File: src/rtl/fifo_drain_ctrl.sv
// Read-side FIFO consumer: pops one 32-bit word, waits out the read latency, streams it as bytes.
// Optional 5-byte framing with a leading SYNC_BYTE when FIFO_DRAIN_FRAME_HDR_EN is defined.
module fifo_drain_ctrl #(
  parameter int unsigned RD_LATENCY = 2,
  parameter bit          MSB_FIRST  = 1'b1,
  parameter logic [7:0]  SYNC_BYTE  = 8'hA5
) (
  input  logic        Rclk,
  input  logic        rst,
  input  logic        enable,
  input  logic        fifo_empty,
  input  logic [31:0] fifo_data,
  input  logic        fifo_rd_err,
  output logic        ReadEN,
  output logic [7:0]  tx_data,
  output logic        tx_valid,
  input  logic        tx_ready,
  output logic        busy,
  output logic [15:0] words_sent,
  output logic [7:0]  rd_err_cnt
);

`ifdef FIFO_DRAIN_FRAME_HDR_EN
  localparam int unsigned NHDR = 1;
`else
  localparam int unsigned NHDR = 0;
`endif
  localparam logic [2:0] LAST = 3'(3 + NHDR);

  localparam logic [1:0] IDLE  = 2'd0;
  localparam logic [1:0] ISSUE = 2'd1;
  localparam logic [1:0] WAIT  = 2'd2;
  localparam logic [1:0] SEND  = 2'd3;

  logic [1:0]  state;
  logic [1:0]  cnt;
  logic [2:0]  idx;
  logic [31:0] shreg;

  // Byte i of the outgoing frame; header (if any) occupies slot 0.
  function automatic logic [7:0] pick(
    input logic [31:0] w,
    input logic [2:0]  i
  );
    logic [31:0] v;
    logic [1:0]  k;
    v = MSB_FIRST ? w : {w[7:0], w[15:8], w[23:16], w[31:24]};
    k = 2'(i - 3'(NHDR));
    if (NHDR != 0 && i == 3'd0) return SYNC_BYTE;
    case (k)
      2'd0:    return v[31:24];
      2'd1:    return v[23:16];
      2'd2:    return v[15:8];
      default: return v[7:0];
    endcase
  endfunction

  always_ff @(posedge Rclk) begin
    if (rst) begin
      state      <= IDLE;
      cnt        <= '0;
      idx        <= '0;
      shreg      <= '0;
      ReadEN     <= 1'b0;
      tx_data    <= '0;
      tx_valid   <= 1'b0;
      busy       <= 1'b0;
      words_sent <= '0;
      rd_err_cnt <= '0;
    end else begin
      ReadEN <= 1'b0;
      unique case (state)
        IDLE: begin
          if (enable && !fifo_empty) begin
            state  <= ISSUE;
            ReadEN <= 1'b1;
            busy   <= 1'b1;
          end
        end
        ISSUE: begin
          state <= WAIT;
          cnt   <= 2'(RD_LATENCY);
        end
        WAIT: begin
          cnt <= cnt - 2'd1;
          if (fifo_rd_err) begin
            state <= IDLE;
            busy  <= 1'b0;
            if (rd_err_cnt != 8'hFF)
              rd_err_cnt <= rd_err_cnt + 8'd1;
          end else if (cnt == 2'd1) begin
            shreg    <= fifo_data;
            idx      <= '0;
            tx_data  <= pick(fifo_data, 3'd0);
            tx_valid <= 1'b1;
            state    <= SEND;
          end
        end
        SEND: begin
          if (tx_ready) begin
            if (idx == LAST) begin
              tx_valid   <= 1'b0;
              words_sent <= words_sent + 16'd1;
              busy       <= 1'b0;
              state      <= IDLE;
            end else begin
              idx     <= idx + 3'd1;
              tx_data <= pick(shreg, idx + 3'd1);
            end
          end
        end
        default: state <= IDLE;
      endcase
    end
  end

endmodule
File: config.mk
export PLATFORM = sky130hd
export DESIGN_NAME = fifo_drain_ctrl
export DESIGN_NICKNAME = d
export VERILOG_FILES = /design/src/rtl/fifo_drain_ctrl.sv
export SDC_FILE = /design/constraint.sdc
export NUM_CORES = 1
export LEC_CHECK = 0
export ABC_AREA = 1
export CAP_MARGIN = 20
export CORE_MARGIN = 5
export CORE_UTILIZATION = 54
export DETAILED_ROUTE_END_ITERATION = 10
export GPL_TIMING_DRIVEN = 0
export PLACE_DENSITY_LB_ADDON = 0.25
export SYNTH_ARGS = -nofsm -noshare
export SYNTH_HDL_FRONTEND = slang
export SYNTH_SLANG_ARGS = --single-unit
File: constraint.sdc
create_clock -name Rclk -period 2.5 [get_ports Rclk]
set_clock_uncertainty 0.2 [all_clocks]
set_input_delay 0.5 -clock Rclk [delete_from_list [all_inputs] [get_ports Rclk]]
set_output_delay 0.5 -clock Rclk [all_outputs]
set_load 0.01 [all_outputs]
==> results.md, run 1 <==
* Status: complete, no violations
* Crit-path slowest cell: clkdlybuf4s50_1
* Via count at 3566
* Cell family with most CP delay: buffers and inverters
* Core area at around 6300 um^2
* Setup TNS at 0 ns
* Port-buffer cells at 71
* Part of the cycle the worst path needs at 0.8159
* Max Slew Vio Count at 0
* Setup Buffers After CTS at 0
* Worst Hold Path EP: busy
* Initial Utilization at 0.5553
* Mapped cell area at roughly 3500 um^2
* Register bit total from synthesis at 74
* TritonRoute pass-1 iters at 5
* Hold slack final at between 0.2 and 0.25 ns
* Worst hold start: busy
* Largest net degree at the start of global routing at 12
* Worst Setup End Kind: output pin
* Cell Count, Final, Fillers Out at between 600 and 700
* Remaining antenna violation count at 0
* Ant. Diodes at 0
* Unique masters post-synth at 25
* Leakage at ~1.6 nW
* Peak supply drop at ~0.50 mV
* Setup slack, reg-to-reg at ~0.55 ns
* HP Class: register to register
* Worst-skew pair later-pin latency at 0.34 ns
* CTS Root Cell: clkbuf_8
* GP Congestion at 0.8892
* Syn_nets at 547
* Reg area at approximately 1500 um^2
* First-pass GRT wire length at ~15000 um
* Final Core Density at 0.7074
* Footprint of the multi-input gates at about 1800 um^2
* Final net count at between 600 and 700
* Die area at 8246 um^2
* Layout cell share with drive strength beyond 1 at 0.07069
* Slew at the pin with the worst max-slew slack at 0.6232 ns
* Detail Placement HPWL at 6808 um
* Final-report hold violation count at 0
* Cell Chain, Critical Path: clkdlybuf4s50_1
* Most common cell after layout, fill and taps aside: nand2_1
* Grt ovf at 0
* Placed cells at about 640
* Max Cap Viol at 0
* Die Width at about 91 um
* Worst setup path startpoint: rd_err_cnt[2]
* Syn avg cell area at 7.123 um^2
* Max transition margin at 0.5826
* Final setup viols at 0
* Cell Rows at 29
* Critical path buffer and inverter count at 1
* DRC violation count after routing at 0
* Post-cts resize count at 0
* Clock-pin slew on the worst setup and hold paths at 0.07 ns
* Post-synth ARST share at 0
* Via density at ~5.4
* Arrival time at the worst endpoint at around 1.3 ns
* Crit path kind: register to output pin
* Slowest stage delay, CP at ~0.58 ns
* Routed WL at between 9000 and 10000 um
* Wire per inst at 13.70 um
* CTS Buffer Depth at 2
* Post-synth EDFFs at 0
* Power density over cell area at about 650 nW/um^2
* Worst reg2reg path depth at 7
* Vias in the first global route at ~3300
* Most frequent cells in the layout: nand2_1, a21oi_1, dfxtp_1, clkdlybuf4s50_1, nand3_1
* Num ports at 73
* Initial antenna violation count at 0
* GRT Util Overall at 0.2160
* Area Growth Syn to Fin at 27.40%
* Max Clock Freq at ~500 MHz
* Min Tclk post-route at slightly above 2 ns
* Synth warn at 0
* Cts bufs inserted at 9
* Initial DRC Count at 203
* Post-synthesis sequential area ratio at 0.4202
* Mapped Cells at between 400 and 500
* Crit-path max FO at 6
* CTS hold repair buffers at 0
* CP required at 1.80 ns
* RSZ-0062 raised after global routing: false
* H-tree level count at 3
* Synth top area share at 0.4202
* CTS tree: yes
* R2R Path End: tx_data[6]
* Die Y at 90.81 um
* Num Clock Sinks at 74
* Fillers at between 500 and 600
* Hold Path Stages at 2
* Crit start category: register
* Worst reg2reg path startpoint: idx[0]
* Synth top area cells: dfxtp_1, nand2_1, a21oi_1, nand3_1, ha_1
* Cell taking the most area after synthesis: dfxtp_1
* Synth Flop Type: dfxtp_1
[cells in the mapped netlist, types with 5 or more instances]
| master | instances |
|---|---|
| nand2_1 | 115 |
| a21oi_1 | 79 |
| dfxtp_1 | 74 |
| nand3_1 | 44 |
| inv_1 | 38 |
| nor2_1 | 36 |
| o21ai_0 | 26 |
| ha_1 | 14 |
| clkbuf_1 | 13 |
| a31o_2 | 8 |
| buf_2 | 7 |
| nand4_1 | 7 |
| buf_1 | 5 |
[metrics by stage]
step | worst slack (ns) | instance area (um^2) | total power [mW]
after floorplan | 0.8159 | 3526 | 1.831
after global placement | 0.2984 | 4333 | 2.130
after detailed placement | 0.2957 | 4333 | 2.165
after CTS | 0.4429 | 4492 | 2.948
after global routing | 0.3185 | 4492 | 3.108
final | 0.4603 | 4492 | 2.928
[flip-flops by register name, summed over array words and instances (netlist names)]
| name | cells |
|---|---|
| ReadEN | 1 |
| busy | 1 |
| cnt | 2 |
| idx | 3 |
| rd_err_cnt | 8 |
| shreg | 32 |
| state | 2 |
| tx_data | 8 |
| tx_valid | 1 |
| words_sent | 16 |
[cells by family after synthesis]
logic type,Yosys count,synth area share
flops,74,0.4202
buf+inv,68,0.07594
simple gates,214,0.2590
xor+xnor,5,0.01242
compound gates,120,0.1828
fa+ha+maj,14,0.04968
[worst max-delay path by stage]
stage                     end  cells past startpoint
6_report        rd_err_cnt[2]                      1
5_1_grt        words_sent[13]                      8
4_1_cts         rd_err_cnt[2]                      1
3_5_place_dp        shreg[16]                      7
3_3_place_gp        shreg[23]                      7
2_1_floorplan   words_sent[8]                      9
[where the power goes]
group / switching [mW] / internal, mW
logic: 0.457 / 0.335
registers: 0.0634 / 1.29
clock network: 0.413 / 0.373
[routing by layer]
layer | vias up | share of wire | GRT usage
li1 | 1796 | - | -
met1 | 1626 | 0.43 | 0.2753
met2 | 119 | 0.47 | 0.3426
met3 | 25 | 0.069 | 0.04667
met4 | 0 | 0.030 | 0.1088
met5 | - | 0 | 0
[final cells by class]
cell class / count / share of cell area
buffer: 26 / 0.02451
timing repair buffer: 71 / 0.1582
sequential: 74 / 0.3298
clock inverter: 3 / 0.003900
clock buffer: 11 / 0.03148
inverter: 42 / 0.03510
tap: 77 / 0.02145
multi-input combinational: 353 / 0.3955
No activity file was read; power rests on OpenSTA's default activity.
==> run 2: changes to the inputs <==
--- a/config.mk
+++ b/config.mk
@@ -8,7 +8,7 @@
 export ABC_AREA = 1
 export CAP_MARGIN = 20
 export CORE_MARGIN = 5
-export CORE_UTILIZATION = 54
+export CORE_UTILIZATION = 51
 export DETAILED_ROUTE_END_ITERATION = 10
 export GPL_TIMING_DRIVEN = 0
 export PLACE_DENSITY_LB_ADDON = 0.25
==> constraint.sdc (replaced) <==
create_clock -name Rclk -period 1.9 [get_ports Rclk]
set_clock_uncertainty 0.2 [all_clocks]
set_input_delay 0.38 -clock Rclk [delete_from_list [all_inputs] [get_ports Rclk]]
set_output_delay 0.38 -clock Rclk [all_outputs]
set_load 0.01 [all_outputs]
==> run 2 against run 1 <==
  * Sequential share of layout area down 1.0 points
  * First-iteration DRC count up 10%
  * Highest routed layer unchanged
  * Combinational power up 45%
  * Largest power group unchanged
  * Die area up 5.2%
==> results.md, run 2 (same netlist as run 1, synthesis figures left out) <==
* Port-buffer cells at 71 (unchanged)
* Die Y at 93.15 um (was 90.81 um)
* Slew at the pin with the worst max-slew slack at 0.5486 ns (was 0.6232 ns)
* Crit path kind: register to register (was register to output pin)
* Cts bufs inserted at 9 (unchanged)
* Num ports at 73 (unchanged)
* Final-report hold violation count at 0 (unchanged)
* Most flops, register: shreg (unchanged)
* Arrival time at the worst endpoint at 1.89 ns (was 1.34 ns)
* Crit start category: register (unchanged)
* First-pass GRT wire length at 15150 um (was 14790 um)
* Core area at 6756 um^2 (was 6350 um^2)
* Internal power at 2.829 mW (was 1.994 mW)
* Initial Utilization at 0.5219 (was 0.5553)
* HP Class: register to register (unchanged)
* Net Sw Frac at 0.3197 (was 0.3188)
* Reg power frac at 0.432 (was 0.461)
* Worst Setup End Kind: register (was output pin)
* Min Tclk post-route at 1.857 ns
* Via density at 5.441 (was 5.428)
* Die Width at 93.15 um (was 90.81 um)
* Most frequent cells in the layout: nand2_1, a21oi_1, dfxtp_1, clkdlybuf4s50_1, nand3_1 (unchanged)
* TritonRoute pass-1 iters at 5 (unchanged)
* Routed WL at 9649 um (was 9003 um)
* Combinational share of power at 0.277 (was 0.270)
* Max Slew Vio Count at 0 (unchanged)
* Post-route setup slack at 0.04291 ns (was 0.4603 ns)
* H-tree level count at 3 (unchanged)
* Clock power share at 0.291 (was 0.269)
* Regs by FF count: shreg x32, words_sent x16 (unchanged)
* Via count at 3618 (was 3566)
* Status: complete, no violations (unchanged)
* Placed instance area at 4337 um^2 (was 4333 um^2)
* Max transition margin at 0.6343 (was 0.5826)
* Max Clock Freq at roughly 540 MHz
* Part of the cycle the worst path needs at 0.9774
* Initial DRC Count at 224 (was 203)
* Die area at 8676 um^2 (was 8246 um^2)
* Max reg flops at 32 (unchanged)
* Layout cell share with drive strength beyond 1 at 0.1248 (was 0.07069)
* Num Clock Sinks at 74 (unchanged)
* Initial antenna violation count at 0 (unchanged)
* GRT Util Overall at 0.2209 (was 0.2160)
* CP required at 1.94 ns (was 1.80 ns)
* Wire per inst at 14.51 um (was 13.70 um)
* Hold slack final at 0.2552 ns (was 0.2459 ns)
* NetSw at 1.329 mW (was 0.9333 mW)
* Crit-path max FO at 10 (was 6)
* Most common cell after layout, fill and taps aside: nand2_1 (unchanged)
* Largest net degree at the start of global routing at 12 (unchanged)
* Remaining antenna violation count at 0 (unchanged)
* CTS Buffer Depth at 2 (unchanged)
* Power density over cell area at 888.4 nW/um^2 (was 651.8 nW/um^2)
* CTS tree: yes (unchanged)
* Ant. Diodes at 0 (unchanged)
* Worst-skew pair later-pin latency at 0.35 ns (was 0.34 ns)
* Final net count at 633 (was 629)
* Detail Placement HPWL at 6935 um (was 6808 um)
* Leakage at 1.910 nW (was 1.638 nW)
* Cell Rows at 30 (was 29)
* Peak supply drop at 0.4805 mV (was 0.4968 mV)
* Fin area at 4681 um^2 (was 4492 um^2)
* GP Congestion at 0.9513 (was 0.8892)
* Clock-pin slew on the worst setup and hold paths at 0.08 ns (was 0.07 ns)
* Dpl ws at -0.1972 ns (was 0.2957 ns)
* Final setup viols at 0 (unchanged)
* CTS Root Cell: clkbuf_8 (unchanged)
* Vias in the first global route at 3212 (was 3330)
* Max Cap Viol at 0 (unchanged)
* Area Growth Syn to Fin at 32.75% (was 27.40%)
* DRC violation count after routing at 0 (unchanged)
* Grt ovf at 0 (unchanged)
==> run 2: cell count changes in the layout (fill, tap and decap cells not counted), moves of 4 or more <==
cell and delta:
ha_1 -5, dlygate4sd2_1 +4, dfxtp_1 -12, buf_4 +5
dlymetal6s2s_1 +11, clkdlybuf4s50_1 -15, dfxtp_2 +12
==> run 2: worst paths after layout <==
check	startpoint	endpoint	slack, ns	cells after the start
setup / recovery	state[0]	tx_data[2]	0.04	9
hold / removal	busy	busy	0.26	2
setup reg to reg	state[0]	tx_data[2]	0.04	9
hold reg to reg	busy	busy	0.26	2
==> run 2: power by group through the flow <==
stage               Clock [mW]  Combinational (mW)  Sequential, mW
floorplan                    0               0.570            1.84
global placement             0                1.01            1.80
detailed placement           0                1.04            1.81
CTS                       1.22                1.05            1.78
global route              1.28                1.28            1.82
finish                    1.21                1.15            1.80
==> run 2: area by class of cell <==
class | instances | area (um^2)
Inverter | 42 | 162.7
Sequential cell | 74 | 1496
Fill cell | 575 | 2076
Clock inverter | 3 | 40.04
Clock buffer | 12 | 145.1
Timing Repair Buffer | 76 | 770.7
Buffer | 25 | 116.4
Multi-Input combinational cell | 353 | 1849
Tap cell | 80 | 100.1
==> run 2: timing repair <==
item	4_1_cts	5_1_grt
setup buffers	0	5
setup endpoints to repair	25	69
hold buffers	0	0
pin swaps	0	2
gates resized for setup	20	33
cloned	0	0
==> run 2: critical path, stage by stage (launching register included) <==
cell,delay [ns]
dfxtp_2,0.38
inv_2,0.08
ha_2,0.22
nand2_1,0.08
nand2_1,0.07
nor2_2,0.17
nand2_2,0.13
buf_6,0.17
a21oi_1,0.15
a21oi_1,0.09
==> run 2: routing by layer <==
| metal | part of all wire | up-vias | routed length (um) | track usage |
|---|---|---|---|---|
| li1 | - | 1813 | - | - |
| met1 | 0.44 | 1672 | 4277 | 0.2796 |
| met2 | 0.48 | 112 | 4651 | 0.3611 |
| met3 | 0.049 | 21 | 475 | 0.04505 |
| met4 | 0.025 | 0 | 245 | 0.1013 |
| met5 | 0 | - | 0 | 0 |
==> run 2: stage by stage <==
stage	utilization	power, mW	setup TNS, ns	cells
floorplan	-	2.409	0	495
global placement	0.6419	2.810	-4.418	646
detailed placement	0.6419	2.854	-5.935	646
CTS	0.6737	4.050	0	661
global route	0.6928	4.374	-0.2686	665
finish	0.6928	4.159	0	665
